### config.mk
export PLATFORM = sky130hd
export DESIGN_NAME = reg_wb_scoreboard
export DESIGN_NICKNAME = d
export VERILOG_FILES = /design/src/rtl/reg_wb_scoreboard.sv
export SDC_FILE = /design/constraint.sdc
export NUM_CORES = 1
export LEC_CHECK = 0
export CORE_AREA = 5 5 98 100
export CTS_CLUSTER_DIAMETER = 50
export DETAILED_ROUTE_END_ITERATION = 10
export DIE_AREA = 0 0 103 105
export PLACE_DENSITY = 0.75
export SYNTH_ARGS = -nofsm -noshare
export SYNTH_HDL_FRONTEND = slang
export SYNTH_SLANG_ARGS = --single-unit
### constraint.sdc
create_clock -name clock -period 2.7 [get_ports clock]
set_clock_uncertainty 0.15 [all_clocks]
set_input_delay 0.675 -clock clock [delete_from_list [all_inputs] [get_ports clock]]
set_output_delay 0.675 -clock clock [all_outputs]
set_load 0.01 [all_outputs]
### src/rtl/reg_wb_scoreboard.sv
// Register-file write-enable decoder with a pending-write scoreboard and RAW/WAW issue stall.
// Optional macro SB_WB_BYPASS_EN lets a same-cycle writeback clear the hazard seen by issue.
module reg_wb_scoreboard #(
    parameter int ADDR_W         = 5,
    parameter int NREG           = 32,
    parameter int ZERO_HARDWIRED = 1
) (
    input  logic              clock,
    input  logic              reset_n,
    input  logic              iss_valid,
    input  logic [ADDR_W-1:0] iss_rd,
    input  logic [ADDR_W-1:0] iss_rs1,
    input  logic [ADDR_W-1:0] iss_rs2,
    output logic              iss_ready,
    input  logic              wb_valid,
    input  logic [ADDR_W-1:0] wb_rd,
    output logic [NREG-1:0]   wen,
    output logic [NREG-1:0]   pending,
    output logic              err
);

    // Register 0 drops out of this mask when it is hardwired to zero.
    localparam logic [NREG-1:0] WRITABLE = ~(NREG'(ZERO_HARDWIRED != 0 ? 1'b1 : 1'b0));

    // Indices at or beyond NREG decode to an all-zero vector.
    function automatic logic [NREG-1:0] decode(input logic [ADDR_W-1:0] idx);
        logic [NREG-1:0] oh;
        oh = '0;
        for (int i = 0; i < NREG; i++) begin
            if (idx == ADDR_W'(i)) begin
                oh[i] = 1'b1;
            end
        end
        return oh;
    endfunction

    function automatic logic in_range(input logic [ADDR_W-1:0] idx);
        return ({1'b0, idx} < (ADDR_W+1)'(NREG));
    endfunction

    logic [NREG-1:0] wb_hit;
    logic [NREG-1:0] wb_write;
    logic [NREG-1:0] view;
    logic [NREG-1:0] hazard;
    logic [NREG-1:0] iss_set;
    logic            accept;
    logic            err_set;

    always_comb begin
        wb_hit   = wb_valid ? decode(wb_rd) : '0;
        wb_write = wb_hit & WRITABLE;
`ifdef SB_WB_BYPASS_EN
        view     = pending & ~wb_hit;
`else
        view     = pending;
`endif
        hazard    = view & (decode(iss_rs1) | decode(iss_rs2) | decode(iss_rd));
        iss_ready = ~(|hazard);
        accept    = iss_valid & iss_ready;
        iss_set   = accept ? (decode(iss_rd) & WRITABLE) : '0;

        // Writing a register that has no write in flight is a protocol error.
        err_set = 1'b0;
        if (accept && !in_range(iss_rd)) begin
            err_set = 1'b1;
        end
        if (wb_valid && !in_range(wb_rd)) begin
            err_set = 1'b1;
        end
        if ((|wb_write) && !(|(pending & wb_write))) begin
            err_set = 1'b1;
        end
    end

    always_ff @(posedge clock) begin
        if (!reset_n) begin
            pending <= '0;
            wen     <= '0;
            err     <= 1'b0;
        end else begin
            pending <= (pending & ~wb_write) | iss_set;
            wen     <= wb_write;
            err     <= err | err_set;
        end
    end

endmodule

* After elaboration in Yosys (flattened, before gate mapping)
Index checks and enable logic that the tools add are counted.
Storage, ports and cells: flip-flop bits (word level) 65, input port bits 24
Operators by class: equality and inequality tests 124, muxes and demuxes 131, bitwise gates (word level) 10, reductions and logical operators 9
Operators by type and width (count):
- equality test 5 bit, second input constant | 64
- equality test 5 x 4 -> 1 bit, second input constant | 32
- 2-to-1 mux 1 bit | 129
- bitwise AND 32 bit | 3
- OR 32 bit | 3
- equality test 5 x 3 -> 1 bit, second input constant | 16
- 2-to-1 mux 32 bit | 2
- OR reduction 32 bit | 2
- equality test 5 x 2 -> 1 bit, second input constant | 8
- NOT 32 bit | 1
- OR reduction 31 bit | 1
- equality test 5 x 1 -> 1 bit, second input constant | 4
- zero test 5 bit | 4
- bitwise AND 1 bit | 1
- logical AND 1 bit | 1
- zero test 1 bit | 1
- NOT 1 bit | 1
- OR 1 bit | 1

* Logic depth before layout (Yosys ltp)
word-level depth 10, depth in mapped cells 9

* Least setup slack after synthesis
OpenSTA, ideal clock, no wires.
path type input -> output, start point input port iss_rs1[0], end point output port iss_ready, arrival time 2.176 ns, setup slack -0.301 ns, cell stages on the path 8, buffers on the path 2, cells stage by stage buf_2 > mux2i_1 > nor4_1 > a311o_1 > nor4b_2 > nand4_1 > clkbuf_1 > nor2_1
On the way: cells in the longest elaborated chain, start to end 7, elaborated cells on any way between the ends 69, classes of those cells 31 x eq/ne; 32 x mux; 4 x bitwise; 2 x reduce/logical
Ends and longest elaborated chain:
- start, declared | line 12 | input logic [ADDR_W-1:0] iss_rs1,
- equality test 5 x 1 -> 1 bit, or another cell as far along | line 30 | if (idx == ADDR_W'(i)) begin
- 2-to-1 mux 1 bit | line 30
- OR 32 bit * (2 in series) | line 57 | hazard = view & (decode(iss_rs1) | decode(iss_rs2) | decode(iss_rd));
- bitwise AND 32 bit * | line 57
- OR reduction 32 bit * | line 58 | iss_ready = ~(|hazard);
- NOT 1 bit * | line 58
- end, declared | line 14 | output logic iss_ready,
Mark *: on every way between the ends. The rest lies on a longest branch, timed or not.

* Worst setup path in the final report
start point input port iss_rs2[1], end point output port iss_ready
On the way: cells in the longest elaborated chain, start to end 7, elaborated cells on any way between the ends 69, classes of those cells 31 x eq/ne; 32 x mux; 4 x bitwise; 2 x reduce/logical
Ends and longest elaborated chain:
- start, declared | line 13 | input logic [ADDR_W-1:0] iss_rs2,
- equality test 5 x 1 -> 1 bit, or another cell as far along | line 30
- 2-to-1 mux 1 bit | line 30
- OR 32 bit * (2 in series) | line 57
- bitwise AND 32 bit * | line 57
- OR reduction 32 bit * | line 58
- NOT 1 bit * | line 58
Marked as above.

==> metrics.cfg <==
[yosys]
yosys-mux-area-fraction=0.0462
ys_seq_area_frac=0.333
syn_area_per_cell_um2=8.03
ys.warnings.count=0
synth-compound-area-share=0.218
ys_ff_latch=63
synth_simple_gate_area_frac=0.347
synth_adder_area_share=0
synth_edf_count=0
ys.flop_type=dfxtp_1
synth_top_family_by_area=simple AND/OR/NAND/NOR gates
syn_area_um2=3790
synthXorXnorAreaFrac=0
syn_inst=472
async_flop_share=0
synthDistinctLibCells=53

[sta]
finalHoldViolCount=0
setup_violations=1
period_share=1.13
rsz0062_at_grt=true
period_minus_slack_ps=3050
fmax_mhz=328
worst_pin_slew_ps=508
slew_viol_final=0
fin_hold_ws_ps=359
fin_ws_ps=-350
slew_headroom=0.660
setup_tns_ps=-350

[finish]
fillers=612
n_antenna_cell=0
final_cells=822
fin_nets=733
utilization=0.772
final_layout_size_suffix_gt1_frac=0.385
stdcell_area_um2=6640
syn2layout_area_growth_pct=75.2

[global_routing]
grt_pass1_wl_um=29700
grt_antenna_before_repair=0
grt_max_degree=42
grt-ovfl-total=0
grtUsageTotal=0.358
grt_pass1_vias=5432

[critical_path]
cp_slowest_stage_delay_ps=280
arrival_ps=2230
crit_path_max_fanout=7
worstPathCellList=buf_2 -> buf_6 -> buf_4 -> mux2i_1 -> o311ai_2 -> a2111oi_4 -> nand4_1 -> nor2_4 -> buf_6
rr_startpoint=pending[13]
cp_num_buf_inv=4
critPathCaptureType=output pin
cp-startpoint=iss_rs2[1]
cp-start-kind=input port
critical_path.slowest_cell=mux2i_1
cp_top_family=buffers and inverters
cpMostUsedCell=buf_6
critPathRequiredTime_ps=1880
path_class=input port to output pin

[routing]
viasPerCell=6.30
ant_nets=0
drtPass1Iterations=6
wl_um=19400
drtIter0Drc=586
drc_errors=0
routedWlPerCell_um=23.6
vias=5176

[pwr]
p_per_area_nw_per_um2=342
ir_drop_mv=0.471
leakagePower_nw=2.63

[placement]
hpwl_um=14400
gp_routability_congestion=1.04
numPortBuffers=87
dpl_cell_area_um2=5810
dpl.cell_count=775

[clock_network]
clock-sinks=63
cts_max_level=3
path_clk_slew_ps=70
cts_tree=built
cts_made_buffers=9
root_buffer=clkbuf_8
cts.path.max_buffers=2
clk_latency_ps=350

[min_path]
hp-class=register to register
min_from=err

[floorplanning]
num_io_pins=90
start_util=0.441
die_area_um2=10800
core_region_area_um2=8590
num_rows=34
die_x_um=103
die_h_um=105

[status]
failed_checks=negative setup slack
status=finished with violations

[flow_run]
drv_cap=0

## sequential cells by signal, indices dropped and copies added (netlist names)
register,count
pending,31
wen,31
err,1
## cells in the mapped netlist, types with 3 or more instances
| cell type | count | area, µm² |
|---|---|---|
| nand4_1 | 26 | 163 |
| and2_1 | 5 | 31.3 |
| a32oi_1 | 3 | 26.3 |
| inv_1 | 3 | 11.3 |
| nand3_1 | 48 | 240 |
| a32o_1 | 3 | 30.0 |
| o21ai_0 | 10 | 50.1 |
| nand2b_1 | 7 | 43.8 |
| a21oi_1 | 4 | 20.0 |
| o41ai_2 | 3 | 48.8 |
| clkbuf_1 | 15 | 56.3 |
| mux2i_1 | 13 | 130 |
| nor3b_1 | 10 | 75.1 |
| nor4_1 | 3 | 18.8 |
| mux2_2 | 4 | 45.0 |
| nor2_1 | 45 | 169 |
| or3_1 | 10 | 62.6 |
| dfxtp_1 | 63 | 1260 |
| or4_1 | 3 | 22.5 |
| nor2b_1 | 20 | 125 |
| nand4b_1 | 3 | 26.3 |
| o41ai_1 | 12 | 105 |
| buf_4 | 5 | 37.5 |
| nand2_1 | 41 | 154 |
| buf_2 | 18 | 90.1 |
| nand3b_1 | 3 | 22.5 |
| and3_1 | 7 | 43.8 |
| nor3_1 | 4 | 20.0 |
| o22ai_1 | 3 | 18.8 |
| o31ai_1 | 15 | 113 |
| a22oi_1 | 7 | 52.6 |
| o211ai_1 | 29 | 218 |
## metrics by stage
stage               power (mW)  setup slack (ps)
floorplan                 1.15              -116
global placement          1.36             -1290
detailed placement        1.36             -1210
CTS                       2.23              -312
global route              2.34              -470
finish                    2.27              -350
## final timing paths
check                     end  slack, ps  cells after the start
setup / recovery    iss_ready       -350                      9
hold / removal            err        360                      1
setup reg to reg  pending[12]         50                      8
hold reg to reg           err        360                      1
## what timing repair did
| item | CTS | global route |
|---|---|---|
| pin swaps | 35 | 15 |
| cloned | 5 | 0 |
| setup endpoints to repair | 32 | 30 |
| buffers inserted | 27 | 4 |
| hold buffers | 0 | 0 |
| resized for setup | 129 | 37 |
## logic make-up (layout without fill, tap and decap cells)
family          count (synthesis)  in the layout
other cells                     1              2
simple gates                  245            245
flops                          63             63
buf+inv                        42            283
compound gates                104            104
mux                            17             17
## layout by cell type, fill, tap and decap left out, drive strengths merged, types with 8 or more instances in the layout
master         instances
a22oi                  8
buf                  191
clkbuf                11
clkdlybuf4s50         71
dfxtp                 63
mux2i                 13
nand2                 41
nand3                 48
nand4                 26
nor2                  45
nor2b                 20
nor3b                 10
o211ai                29
o21ai                 10
o31ai                 15
o41ai                 15
or3                   10
## area by class of cell
cell class	instances	area, µm²	area share
Multi-Input combinational cell	368	2700	0.407
Timing Repair Buffer	264	2330	0.351
Sequential cell	63	1260	0.190
Tap cell	108	135	0.0204
Clock buffer	10	128	0.0192
Clock inverter	6	68.8	0.0104
Inverter	3	11.3	0.00170
## report_power, final
part | leakage [nW] | switching [mW] | internal, mW | total, mW
clock network | 0.0968 | 0.398 | 0.431 | 0.828
logic | 2.03 | 0.249 | 0.240 | 0.489
registers | 0.508 | 0.0134 | 0.939 | 0.952
## per-layer routing
metal	GRT usage	wire [µm]	up-vias
met4	0.234	1520	0
met2	0.586	9050	374
li1	-	-	2279
met3	0.0740	1810	126
met5	0	0	-
met1	0.414	7030	2397
No activity file was read; power rests on OpenSTA's default activity.
